### src/rtl/mmu_dcache_arb_pkg.sv
// Shared widths and state encoding for the dcache port arbiter.
package mmu_dcache_arb_pkg;
   localparam int XLEN   = 32;
   localparam int ADDR_W = XLEN;
   localparam int DATA_W = XLEN;
   localparam int SEL_W  = DATA_W / 8;

   typedef enum logic [1:0] {
      ARB_IDLE,
      ARB_PTW,
      ARB_LSU,
      ARB_DRAIN
   } type_arb_state_e;
endpackage

### src/rtl/mmu_dcache_arb_if.sv
// LSU, PTW and dcache request/response bundle around the arbiter.
interface mmu_dcache_arb_if;
   import mmu_dcache_arb_pkg::*;

   logic              lsu_req;
   logic              lsu_w_en;
   logic [ADDR_W-1:0] lsu_addr;
   logic [DATA_W-1:0] lsu_wdata;
   logic [SEL_W-1:0]  lsu_sel_byte;
   logic              lsu_ack;
   logic [DATA_W-1:0] lsu_rdata;

   logic              ptw_req;
   logic [ADDR_W-1:0] ptw_paddr;
   logic              ptw_kill;
   logic              ptw_r_valid;
   logic [DATA_W-1:0] ptw_rdata;

   logic              dcache_req;
   logic              dcache_w_en;
   logic [ADDR_W-1:0] dcache_addr;
   logic [DATA_W-1:0] dcache_wdata;
   logic [SEL_W-1:0]  dcache_sel_byte;
   logic              dcache_ack;
   logic [DATA_W-1:0] dcache_rdata;

   // master: the arbiter itself; slave: the LSU/PTW/dcache environment
   modport master (
      input  lsu_req, lsu_w_en, lsu_addr, lsu_wdata, lsu_sel_byte,
      input  ptw_req, ptw_paddr, ptw_kill,
      input  dcache_ack, dcache_rdata,
      output lsu_ack, lsu_rdata, ptw_r_valid, ptw_rdata,
      output dcache_req, dcache_w_en, dcache_addr, dcache_wdata, dcache_sel_byte
   );

   modport slave (
      output lsu_req, lsu_w_en, lsu_addr, lsu_wdata, lsu_sel_byte,
      output ptw_req, ptw_paddr, ptw_kill,
      output dcache_ack, dcache_rdata,
      input  lsu_ack, lsu_rdata, ptw_r_valid, ptw_rdata,
      input  dcache_req, dcache_w_en, dcache_addr, dcache_wdata, dcache_sel_byte
   );
endinterface

### src/rtl/mmu_dcache_arb_streak_cnt.sv
// Saturating count of consecutive PTW grants taken while the LSU waits.
module mmu_dcache_arb_streak_cnt #(
   parameter int MAX = 4
) (
   input  logic clk,
   input  logic rst,
   input  logic i_inc,
   input  logic i_clr,
   output logic o_sat
);
   localparam int CNT_W = $clog2(MAX + 1);
   localparam logic [CNT_W-1:0] MAX_C = CNT_W'(MAX);

   logic [CNT_W-1:0] r_cnt;

   always_ff @(posedge clk or posedge rst) begin
      if (rst) begin
         r_cnt <= '0;
      end else if (i_clr) begin
         r_cnt <= '0;
      end else if (i_inc && (r_cnt != MAX_C)) begin
         r_cnt <= r_cnt + 1'b1;
      end
   end

   assign o_sat = (r_cnt == MAX_C);
endmodule

### src/rtl/mmu_dcache_arb.sv
// Single-outstanding arbiter for the dcache port: PTW priority, bounded LSU
// starvation, and silent draining of killed walks.
//
//   state     | meaning
//   ARB_IDLE  | no transaction outstanding, grant decision made here
//   ARB_PTW   | PTW read outstanding
//   ARB_LSU   | LSU load/store outstanding
//   ARB_DRAIN | killed PTW read outstanding, response will be discarded
module mmu_dcache_arb
   import mmu_dcache_arb_pkg::*;
#(
   parameter int MAX_PTW_STREAK = 4
) (
   input  logic              clk,
   input  logic              rst,
   mmu_dcache_arb_if.master  bus
);
   type_arb_state_e   r_state;
   logic              r_req;
   logic              r_w_en;
   logic [ADDR_W-1:0] r_addr;
   logic [DATA_W-1:0] r_wdata;
   logic [SEL_W-1:0]  r_sel;

   logic w_idle;
   logic w_sat;
   logic w_grant_ptw;
   logic w_grant_lsu;

   assign w_idle      = (r_state == ARB_IDLE);
   assign w_grant_ptw = w_idle & bus.ptw_req & ~bus.ptw_kill & ~(bus.lsu_req & w_sat);
   assign w_grant_lsu = w_idle & bus.lsu_req & ~w_grant_ptw;

   mmu_dcache_arb_streak_cnt #(.MAX(MAX_PTW_STREAK)) u_streak (
      .clk   (clk),
      .rst   (rst),
      .i_inc (w_grant_ptw & bus.lsu_req),
      .i_clr (w_grant_lsu | (w_idle & ~bus.lsu_req)),
      .o_sat (w_sat)
   );

   always_ff @(posedge clk or posedge rst) begin
      if (rst) begin
         r_state <= ARB_IDLE;
         r_req   <= 1'b0;
         r_w_en  <= 1'b0;
         r_addr  <= '0;
         r_wdata <= '0;
         r_sel   <= '0;
      end else begin
         unique case (r_state)
            ARB_IDLE: begin
               if (w_grant_ptw) begin
                  r_state <= ARB_PTW;
                  r_req   <= 1'b1;
                  r_w_en  <= 1'b0;
                  r_addr  <= bus.ptw_paddr;
                  r_wdata <= '0;
                  r_sel   <= '1;
               end else if (w_grant_lsu) begin
                  r_state <= ARB_LSU;
                  r_req   <= 1'b1;
                  r_w_en  <= bus.lsu_w_en;
                  r_addr  <= bus.lsu_addr;
                  r_wdata <= bus.lsu_wdata;
                  r_sel   <= bus.lsu_sel_byte;
               end
            end
            // the cache cannot withdraw a request, so a kill only reroutes the response
            ARB_PTW: begin
               if (bus.dcache_ack) begin
                  r_state <= ARB_IDLE;
                  r_req   <= 1'b0;
               end else if (bus.ptw_kill) begin
                  r_state <= ARB_DRAIN;
               end
            end
            ARB_LSU, ARB_DRAIN: begin
               if (bus.dcache_ack) begin
                  r_state <= ARB_IDLE;
                  r_req   <= 1'b0;
               end
            end
            default: r_state <= ARB_IDLE;
         endcase
      end
   end

   assign bus.dcache_req      = r_req;
   assign bus.dcache_w_en     = r_w_en;
   assign bus.dcache_addr     = r_addr;
   assign bus.dcache_wdata    = r_wdata;
   assign bus.dcache_sel_byte = r_sel;

   assign bus.ptw_r_valid = (r_state == ARB_PTW) & bus.dcache_ack & ~bus.ptw_kill;
   assign bus.lsu_ack     = (r_state == ARB_LSU) & bus.dcache_ack;
   assign bus.ptw_rdata   = bus.dcache_rdata;
   assign bus.lsu_rdata   = bus.dcache_rdata;

   a_lsu_hold: assert property (@(posedge clk) disable iff (rst)
      (r_state == ARB_LSU) |-> bus.lsu_req);
   a_ptw_hold: assert property (@(posedge clk) disable iff (rst)
      ((r_state == ARB_PTW) && !bus.ptw_kill) |-> bus.ptw_req);
   a_onehot: assert property (@(posedge clk) disable iff (rst)
      !(bus.lsu_ack && bus.ptw_r_valid));
endmodule
### src/flat_wrapper.sv
// flat-port wrapper written by rule: the top's interface ports become plain ports
module mmu_dcache_arb_flat import mmu_dcache_arb_pkg::*;
#(
   parameter int MAX_PTW_STREAK = 4
)
  (clk, rst, bus_lsu_req, bus_lsu_w_en, bus_lsu_addr, bus_lsu_wdata, bus_lsu_sel_byte, bus_ptw_req, bus_ptw_paddr, bus_ptw_kill, bus_dcache_ack, bus_dcache_rdata, bus_lsu_ack, bus_lsu_rdata, bus_ptw_r_valid, bus_ptw_rdata, bus_dcache_req, bus_dcache_w_en, bus_dcache_addr, bus_dcache_wdata, bus_dcache_sel_byte);
  mmu_dcache_arb_if bus_i ();
  input  logic clk;
  input  logic rst;
  input wire logic [$bits(bus_i.lsu_req)-1:0] bus_lsu_req;
  input wire logic [$bits(bus_i.lsu_w_en)-1:0] bus_lsu_w_en;
  input wire logic [$bits(bus_i.lsu_addr)-1:0] bus_lsu_addr;
  input wire logic [$bits(bus_i.lsu_wdata)-1:0] bus_lsu_wdata;
  input wire logic [$bits(bus_i.lsu_sel_byte)-1:0] bus_lsu_sel_byte;
  input wire logic [$bits(bus_i.ptw_req)-1:0] bus_ptw_req;
  input wire logic [$bits(bus_i.ptw_paddr)-1:0] bus_ptw_paddr;
  input wire logic [$bits(bus_i.ptw_kill)-1:0] bus_ptw_kill;
  input wire logic [$bits(bus_i.dcache_ack)-1:0] bus_dcache_ack;
  input wire logic [$bits(bus_i.dcache_rdata)-1:0] bus_dcache_rdata;
  output wire logic [$bits(bus_i.lsu_ack)-1:0] bus_lsu_ack;
  output wire logic [$bits(bus_i.lsu_rdata)-1:0] bus_lsu_rdata;
  output wire logic [$bits(bus_i.ptw_r_valid)-1:0] bus_ptw_r_valid;
  output wire logic [$bits(bus_i.ptw_rdata)-1:0] bus_ptw_rdata;
  output wire logic [$bits(bus_i.dcache_req)-1:0] bus_dcache_req;
  output wire logic [$bits(bus_i.dcache_w_en)-1:0] bus_dcache_w_en;
  output wire logic [$bits(bus_i.dcache_addr)-1:0] bus_dcache_addr;
  output wire logic [$bits(bus_i.dcache_wdata)-1:0] bus_dcache_wdata;
  output wire logic [$bits(bus_i.dcache_sel_byte)-1:0] bus_dcache_sel_byte;
  assign bus_i.lsu_req = bus_lsu_req;
  assign bus_i.lsu_w_en = bus_lsu_w_en;
  assign bus_i.lsu_addr = bus_lsu_addr;
  assign bus_i.lsu_wdata = bus_lsu_wdata;
  assign bus_i.lsu_sel_byte = bus_lsu_sel_byte;
  assign bus_i.ptw_req = bus_ptw_req;
  assign bus_i.ptw_paddr = bus_ptw_paddr;
  assign bus_i.ptw_kill = bus_ptw_kill;
  assign bus_i.dcache_ack = bus_dcache_ack;
  assign bus_i.dcache_rdata = bus_dcache_rdata;
  assign bus_lsu_ack = bus_i.lsu_ack;
  assign bus_lsu_rdata = bus_i.lsu_rdata;
  assign bus_ptw_r_valid = bus_i.ptw_r_valid;
  assign bus_ptw_rdata = bus_i.ptw_rdata;
  assign bus_dcache_req = bus_i.dcache_req;
  assign bus_dcache_w_en = bus_i.dcache_w_en;
  assign bus_dcache_addr = bus_i.dcache_addr;
  assign bus_dcache_wdata = bus_i.dcache_wdata;
  assign bus_dcache_sel_byte = bus_i.dcache_sel_byte;
  mmu_dcache_arb #(.MAX_PTW_STREAK(MAX_PTW_STREAK)) u_core (.clk(clk), .rst(rst), .bus(bus_i));
endmodule
### config.mk
export PLATFORM = sky130hd
export DESIGN_NAME = mmu_dcache_arb_flat
export DESIGN_NICKNAME = d
export VERILOG_FILES = /design/src/rtl/mmu_dcache_arb_pkg.sv /design/src/rtl/mmu_dcache_arb_if.sv /design/src/rtl/mmu_dcache_arb_streak_cnt.sv /design/src/rtl/mmu_dcache_arb.sv /design/src/flat_wrapper.sv
export SDC_FILE = /design/constraint.sdc
export NUM_CORES = 1
export LEC_CHECK = 0
export ABC_AREA = 0
export CELL_PAD_IN_SITES_DETAIL_PLACEMENT = 1
export CELL_PAD_IN_SITES_GLOBAL_PLACEMENT = 1
export CORE_MARGIN = 2
export CORE_UTILIZATION = 26
export DETAILED_ROUTE_END_ITERATION = 8
export GPL_TIMING_DRIVEN = 0
export PLACE_DENSITY = 0.86
export SLEW_MARGIN = 0
export SYNTH_ARGS = -nofsm -noshare
export SYNTH_HDL_FRONTEND = slang
export SYNTH_SLANG_ARGS = --single-unit
### constraint.sdc
create_clock -name clk -period 7.05 [get_ports clk]
set_input_delay 1.0575 -clock clk [delete_from_list [all_inputs] [get_ports clk]]
set_output_delay 1.0575 -clock clk [all_outputs]
set_load 0.01 [all_outputs]
==> results of run 1 <==
==> report_power, final <==
part	leakage (nW)	internal [mW]	switching [mW]
Sequential	0.938	0.621	0.112
Clock	0.162	0.327	0.168
Combinational	1.85	0.602	0.382
==> through the flow <==
stage | setup slack, ns | power, mW
after floorplan | 4.08 | 1.14
after global placement | 2.81 | 1.69
after detailed placement | 3.51 | 1.74
after CTS | 3.50 | 2.24
after global routing | 3.42 | 2.34
final | 3.49 | 2.21
==> state kept, by name, indices dropped and copies added (netlist names) <==
| signal | cells |
|---|---|
| u_core.bus.dcache_req | 1 |
| u_core.bus.dcache_wdata | 32 |
| u_core.r_state | 2 |
| u_core.bus.dcache_addr | 32 |
| u_core.u_streak.r_cnt | 3 |
| u_core.bus.dcache_sel_byte | 4 |
| u_core.bus.dcache_w_en | 1 |
==> metal layers <==
layer / track usage / part of all wire / vias to the layer above / wire length (um)
li1: - / - / 1552 / -
met1: 0.187 / 0.37 / 1605 / 4730
met2: 0.308 / 0.51 / 197 / 6400
met3: 0.0569 / 0.10 / 19 / 1290
met4: 0.0560 / 0.019 / 0 / 238
met5: 0 / 0 / - / 0
==> area by class of cell <==
cell class,instances,area (um^2)
fill,1421,6780
timing repair buffer,243,2450
sequential,75,1880
multi-input combinational,130,1050
buffer,86,626
clock buffer,11,253
tap,176,220
clock inverter,4,73.8
inverter,4,17.5
==> cells in the mapped netlist (all sizes together) <==
cell type / n / area (um^2)
o22ai: 1 / 6.26
nand3: 2 / 10.0
a31oi: 2 / 12.5
and3: 34 / 213
a21oi: 2 / 13.8
clkbuf: 7 / 26.3
ha: 2 / 25.0
nand2: 3 / 11.3
a221o: 32 / 320
buf: 79 / 599
o21ai: 5 / 28.8
or3b: 1 / 8.76
inv: 4 / 15.0
o32ai: 1 / 8.76
o22a: 4 / 35.0
nor2: 3 / 13.8
dfrtp: 75 / 1880
a22o: 33 / 289
nor4b: 2 / 32.5
nor3b: 1 / 7.51
or4b: 1 / 10.0
nand4: 1 / 6.26
==> worst max path at each step <==
stage / start / end / slack (ns) / cells past startpoint
3_3_place_gp: rst / u_core.bus.dcache_addr[9]$_DFFE_PP0P_ / 2.81 / 2
5_1_grt: bus_dcache_ack / bus_ptw_r_valid / 3.42 / 3
6_report: bus_dcache_ack / bus_ptw_r_valid / 3.49 / 3
2_1_floorplan: rst / u_core.bus.dcache_addr[0]$_DFFE_PP0P_ / 4.08 / 1
3_5_place_dp: bus_dcache_ack / bus_ptw_r_valid / 3.51 / 3
4_1_cts: bus_dcache_ack / bus_ptw_r_valid / 3.50 / 3
==> logic make-up after synthesis <==
family,synth area share
compound gates,0.200
flops,0.526
simple gates,0.0876
buf+inv,0.179
fa+ha+maj,0.00701
==> cells in the final DEF, fill, tap and decap left out, types with 3 or more instances in the layout <==
| cell type | instances |
|---|---|
| buf_4 | 64 |
| clkbuf_1 | 7 |
| nand2_1 | 3 |
| clkdlybuf4s50_1 | 242 |
| a221o_1 | 32 |
| a22o_1 | 33 |
| inv_1 | 3 |
| clkbuf_16 | 9 |
| dfrtp_1 | 75 |
| o21ai_0 | 4 |
| and3_1 | 34 |
| buf_2 | 8 |
| o22a_1 | 4 |
| buf_6 | 7 |
==> critical path, stage by stage <==
cell,delay (ns)
clkdlybuf4s50_1,0.55
nor4b_1,0.29
clkdlybuf4s50_1,0.61
==> results.cfg, run 1 <==
[worst_hold_path]
min_delay_path_depth = 1
hold_end = u_core.bus.dcache_wdata[15]$_DFFE_PP0P_
hold_start = u_core.bus.dcache_wdata[15]$_DFFE_PP0P_
hp-class = register to register

[cells_and_area]
n_antenna_cell = 0
layout-drive-gt1-share = 0.184
design_area_um2 = 6570
fin_cells = 729
fin_util = 0.492
syn2layout_area_growth_pct = 84.0
final_nets = 690

[detailed_routing]
drc = 0
vias = 3373
vias_per_cell = 4.63
route.antenna.remaining_nets = 0
wire_per_inst_um = 17.4
wl_um = 12700
drt_iter0_drc = 143
firstDrtPassIters = 4

[placement]
dp.final_hpwl_um = 10300
placed_area_um2 = 6240
numPortBuffers = 242
dp_cells = 714
gp_congestion = 0.788

[clock_network]
cts.sink_count = 75
cts_hold_buf = 0
numCtsBuffers = 9
clock_path_buffers = 2
cts-resized-gates = 0
clk_latency_ns = 0.33
clk_pin_slew_ns = 0.05
cts-root-buf = clkbuf_16
cts_tree = built
htree_levels = 3
postCtsSetupBuffers = 0

[status]
outcome = finished clean

[synth]
syn-num-nets = 436
syn_area_um2 = 3570
ys_warn_count = 0
ys_types = 28
yosysSeqAreaShare = 0.526
syn_area_per_cell_um2 = 12.1
synth_cells = 295
ys_seq_elements = 75

[grt]
antenna_found_initial = 0
grt_pass1_wl_um = 19400
grt_pass1_vias = 3733
grt_usage = 0.171
overflow = 0
grt_max_degree = 46

[floorplan]
dieArea_um2 = 14700
rows = 42
core_um2 = 13300
die_x_um = 121
io_pins = 275
die_height_um = 121
start_util = 0.267

[sta]
fin_worst_skew_ns = 0.00647
whs_ns = 0.505
finalHoldViolCount = 0
fin_tns_setup_ns = 0
fin_crit_ns = 3.56
timing.fmax_mhz = 281
slew_viol_final = 0
rsz0062_at_grt = no
fin_crit_sh = 0.505
relSlewSlack = 0.504
tightest_slew_ns = 0.740
report.final.setup_viol = 0

[worst_setup_path]
critPathLaunchType = input port
r2r_end = u_core.bus.dcache_addr[18]$_DFFE_PP0P_
critPathArrivalTime_ns = 2.50
reg2regPathDepth = 6
critPathRequiredTime_ns = 5.99
end_kind = primary output
crit_fanout = 5
worstReg2RegStart = u_core.r_state[1]$_DFFE_PP0P_
crit_type = input port to primary output
r2r_slack_ns = 4.93

[power_and_ir_drop]
p_leak_nw = 2.95
irDropWorstVdd_mv = 0.115
p_per_area_nw_per_um2 = 337

[job]
max_cap_viol_count = 0
No activity file was read; power rests on OpenSTA's default activity.
==> inputs of run 2 (changes only) <==
Settings changed: CORE_UTILIZATION 26 to 22, PLACE_DENSITY 0.86 to 0.78.
Clock period 7.05 ns to 3.1 ns, I/O delays scaled along.
==> run 2 against run 1 <==
Combinational power increased by 130%. Die area increased by 18%. Largest cell class unchanged. Critical path depth unchanged. Utilization decreased by 7.5 points. Total power increased by 130%. Sequential power increased by 130%.
==> results.cfg, run 2 (synthesized netlist as in run 1, its figures left out) <==
[sta]
tightest_slew_ns = 0.688
fin_worst_skew_ns = 0.00658
timing.fmax_mhz = 426
report.final.setup_viol = 0
fin_crit_sh = 0.757
fin_crit_ns = 2.35
rsz0062_at_grt = no
fin_tns_setup_ns = 0
finalHoldViolCount = 0
slew_viol_final = 0
relSlewSlack = 0.539

[detailed_routing]
firstDrtPassIters = 4
vias = 3444
wl_um = 13700
drt_iter0_drc = 57
drc = 0
vias_per_cell = 4.48
wire_per_inst_um = 17.9
route.antenna.remaining_nets = 0

[status]
outcome = finished clean

[clock_network]
clock_path_buffers = 2
postCtsSetupBuffers = 0
cts-resized-gates = 0
clk_pin_slew_ns = 0.06
cts-root-buf = clkbuf_16
cts.sink_count = 75
htree_levels = 3
cts_hold_buf = 0
cts_tree = built
clk_latency_ns = 0.34
numCtsBuffers = 9

[cells_and_area]
final_cell_mix = clkdlybuf4s50_1 (242), dfrtp_1 (75), buf_4 (64), and3_1 (34), a22o_1 (33)
n_antenna_cell = 0
layout-drive-gt1-share = 0.184
nFillCells = 1730
layout_commonest_cell = clkdlybuf4s50_1
syn2layout_area_growth_pct = 85.4
final_nets = 690
fin_cells = 769

[grt]
grt_pass1_vias = 3931
grt_max_degree = 44
grt_pass1_wl_um = 21500
grt_usage = 0.159
antenna_found_initial = 3
overflow = 0

[floorplan]
die_x_um = 131
start_util = 0.225
core_um2 = 15900
io_pins = 275
rows = 46
die_height_um = 131
dieArea_um2 = 17300

[placement]
dp.final_hpwl_um = 10900
numPortBuffers = 242
dp_cells = 754
gp_congestion = 0.806

[worst_hold_path]
hp-class = input port to asynchronous set/reset pin

[worst_setup_path]
crit_type = input port to primary output
end_kind = primary output
critPathArrivalTime_ns = 1.88
critPathLaunchType = input port
crit_fanout = 5
critPathRequiredTime_ns = 2.63
reg2regPathDepth = 5

[power_and_ir_drop]
p_per_area_nw_per_um2 = 769
p_leak_nw = 2.95
irDropWorstVdd_mv = 0.256

[job]
max_cap_viol_count = 0
[run 2: through the flow]
step / worst slack [ns] / instance area (um^2) / hold slack [ns] / utilization / power (mW)
6_report: 0.752 / 6620 / 0.504 / 0.417 / 5.09
5_1_grt: 0.639 / 6620 / 0.521 / 0.417 / 5.36
4_1_cts: 0.740 / 6620 / 0.509 / 0.417 / 5.17
3_5_place_dp: 0.504 / 6290 / 0.495 / 0.396 / 3.97
3_3_place_gp: -0.582 / 6260 / 0.481 / 0.394 / 3.86
2_1_floorplan: 0.725 / 3570 / 0.464 / - / 2.60
[run 2: cell type report]
class,instances,area [um^2],area share
timing repair buffer,243,2450,0.370
sequential,75,1880,0.284
multi-input combinational,130,1050,0.159
buffer,86,626,0.0945
tap,216,270,0.0408
clock buffer,11,253,0.0382
clock inverter,4,73.8,0.0112
inverter,4,17.5,0.00265
[run 2: final timing paths]
check,end,start,slack (ns)
worst max-delay path,bus_ptw_r_valid,bus_dcache_ack,0.75
worst max register to register,u_core.bus.dcache_addr[3]$_DFFE_PP0P_,u_core.r_state[1]$_DFFE_PP0P_,1.01
worst min register to register,u_core.bus.dcache_wdata[2]$_DFFE_PP0P_,u_core.bus.dcache_wdata[2]$_DFFE_PP0P_,0.50
max in group asynchronous,u_core.bus.dcache_addr[5]$_DFFE_PP0P_,rst,2.02
worst min-delay path,u_core.bus.dcache_wdata[13]$_DFFE_PP0P_,rst,0.50
min in group clk,u_core.bus.dcache_wdata[2]$_DFFE_PP0P_,u_core.bus.dcache_wdata[2]$_DFFE_PP0P_,0.50
[run 2: report_power, final]
group          switching (mW)  internal (mW)  leakage (nW)
registers               0.259           1.41         0.938
clock network           0.419          0.745         0.162
logic                   0.888           1.37          1.85
total                    1.57           3.53          2.95
[run 2: worst max-delay path, stage by stage]
cell and delay [ns]:
clkdlybuf4s50_1 0.54, nor4b_1 0.27, clkdlybuf4s50_1 0.61
[run 2: metal layers]
metal / GRT usage / share of wire / wire length, um / vias up
li1: - / - / - / 1544
met1: 0.165 / 0.37 / 5120 / 1670
met2: 0.291 / 0.51 / 7040 / 198
met3: 0.0583 / 0.091 / 1250 / 26
met4: 0.0634 / 0.020 / 278 / 6
met5: 0 / 0.0029 / 40 / -
==> inputs of run 3 (changes only) <==
Clock period 3.1 ns to 2.05 ns, I/O delays scaled along.
==> run 3 against run 2 <==
Sequential power rose by 50%. Largest power group unchanged. Global-route usage fell by 0.52 points. First-iteration DRC count rose by 23%. Worst hold slack got worse by 0.0080 ns. Critical endpoint is now bus_lsu_ack. Critical path depth rose by 1.
==> results.cfg, run 3 (synthesized netlist as in run 1, its figures left out) <==
[placement]
placed_area_um2 = 6290
numPortBuffers = 242
dp.final_hpwl_um = 10600
gp_congestion = 0.804

[worst_setup_path]
critPathArrivalTime_ns = 1.64
crit_fanout = 8
slowest_delay_ns = 0.54
r2r_slack_ns = 0.18
crit_type = register to primary output
end_kind = primary output
crit_chain = buf_6, inv_1, and3_1, clkdlybuf4s50_1
critPathLaunchType = register
worst_path_max_delay_cell = clkdlybuf4s50_1
critPathRequiredTime_ns = 1.74
worstReg2RegStart = u_core.r_state[1]$_DFFE_PP0P_
reg2regPathDepth = 7
crit_family = buffers and inverters
r2r_end = u_core.bus.dcache_addr[13]$_DFFE_PP0P_
critPathBufInv = 3

[grt]
antenna_found_initial = 0
grt_pass1_wl_um = 20900
use_met3 = 0.0590
met2_usage = 0.280
overflow = 0
grt_pass1_vias = 3934
grt_max_degree = 42
grt-busiest-layer = met2
grtUsageMet1 = 0.162
grt_usage = 0.154

[power_and_ir_drop]
p_leak_nw = 2.93
irDropWorstVdd_mv = 0.360
p_per_area_nw_per_um2 = 1130
total_power_mw = 7.42

[clock_network]
clk_pin_slew_ns = 0.06
clock_path_buffers = 2
cts_tree = built
htree_levels = 3
clk_latency_ns = 0.33
cts.sink_count = 75
numCtsBuffers = 9
cts-root-buf = clkbuf_16

[detailed_routing]
wire_per_inst_um = 17.2
wl_um = 13300
drt_iter0_drc = 70
firstDrtPassIters = 4
vias = 3469
drc = 0
route.antenna.remaining_nets = 0
vias_per_cell = 4.49

[floorplan]
rows = 46
dieArea_um2 = 17300
io_pins = 275
die_x_um = 131
start_util = 0.225
die_height_um = 131
core_um2 = 15900

[cells_and_area]
layout-drive-gt1-share = 0.192
design_area_um2 = 6590
final_nets = 692
final_cell_mix = clkdlybuf4s50_1 (241), dfrtp_1 (75), buf_4 (66), and3_1 (34), a22o_1 (33)
n_antenna_cell = 0
syn2layout_area_growth_pct = 84.6
layout_commonest_cell = clkdlybuf4s50_1

[sta]
tightest_slew_ns = 0.824
fin_crit_ns = 1.95
fin_crit_sh = 0.950
finalHoldViolCount = 0
rsz0062_at_grt = no
timing.fmax_mhz = 513
relSlewSlack = 0.450
fin_worst_skew_ns = 0.00360
report.final.setup_viol = 0
slew_viol_final = 0

[status]
outcome = finished clean

[job]
max_cap_viol_count = 0

[worst_hold_path]
hp-class = input port to asynchronous set/reset pin
-- run 3: cell types whose count changed in the layout (fill, tap and decap cells not counted), sizes merged --
| cell | change |
|---|---|
| buf | +2 |
| bufinv | -2 |
| clkinv | +2 |
| clkinvlp | +2 |
| clkbuf | -1 |
| clkdlybuf4s50 | -1 |
| dlygate4sd2 | +1 |
-- run 3: area by class of cell --
cell class / count / area, um^2
clock buffers: 10 / 239
plain buffers: 86 / 626
repair buffers: 245 / 2460
well taps: 216 / 270
flip-flops and latches: 75 / 1880
multi-input cells: 130 / 1060
clock inverters: 6 / 40.0
inverters: 4 / 18.8
fillers: 1719 / 9300
-- run 3: where the power goes --
group	switching (mW)	leakage (nW)	internal [mW]	total, mW
registers	0.379	0.938	2.13	2.51
logic	1.34	1.86	2.08	3.42
clock network	0.632	0.139	0.852	1.48
total	2.35	2.93	5.06	7.42
-- run 3: worst max-delay path by stage --
| stage | slack [ns] | to | cells past startpoint | start |
|---|---|---|---|---|
| finish | 0.10 | bus_lsu_ack | 4 | u_core.r_state[0]$_DFFE_PP0P_ |
| global route | 0.01 | u_core.bus.dcache_wdata[15]$_DFFE_PP0P_ | 6 | bus_lsu_req |
| CTS | 0.02 | u_core.bus.dcache_addr[27]$_DFFE_PP0P_ | 6 | u_core.u_streak.r_cnt[0]$_DFFE_PP0P_ |
| detailed placement | -0.33 | u_core.bus.dcache_addr[13]$_DFFE_PP0P_ | 6 | bus_ptw_kill |
| global placement | -0.30 | u_core.bus.dcache_addr[14]$_DFFE_PP0P_ | 6 | bus_ptw_kill |
| floorplan | 0.35 | u_core.bus.dcache_addr[10]$_DFFE_PP0P_ | 6 | u_core.r_state[1]$_DFFE_PP0P_ |
-- run 3: worst reg2reg max path, delay by kind of cell (launching register included) --
kind | cells | cell delay (ns)
compound gates | 1 | 0.36
simple gates | 2 | 0.34
flops | 1 | 0.35
buf+inv | 4 | 0.71
-- run 3: layer usage --
metal	share of wire	vias to the layer above	wire length [um]
li1	-	1552	-
met1	0.37	1726	4980
met2	0.52	175	6900
met3	0.090	16	1200
met4	0.016	0	206
met5	0	-	0
-- run 3: timing repair --
action	CTS	global route
hold buffers	0	0
setup endpoints to repair	29	59
setup buffers	2	0
hold endpoints to repair	0	0
resized for setup	1	2
pin swaps	1	0
-- run 3: per-stage QoR --
step	setup slack, ns	cells	util	setup TNS (ns)	hold slack, ns
2_1_floorplan	0.346	295	-	0	0.406
3_3_place_gp	-0.300	753	0.394	-16.32	0.484
3_5_place_dp	-0.326	754	0.396	-17.80	0.490
4_1_cts	0.0231	772	0.414	0	0.508
5_1_grt	0.0145	772	0.415	0	0.518
6_report	0.102	772	0.415	0	0.496
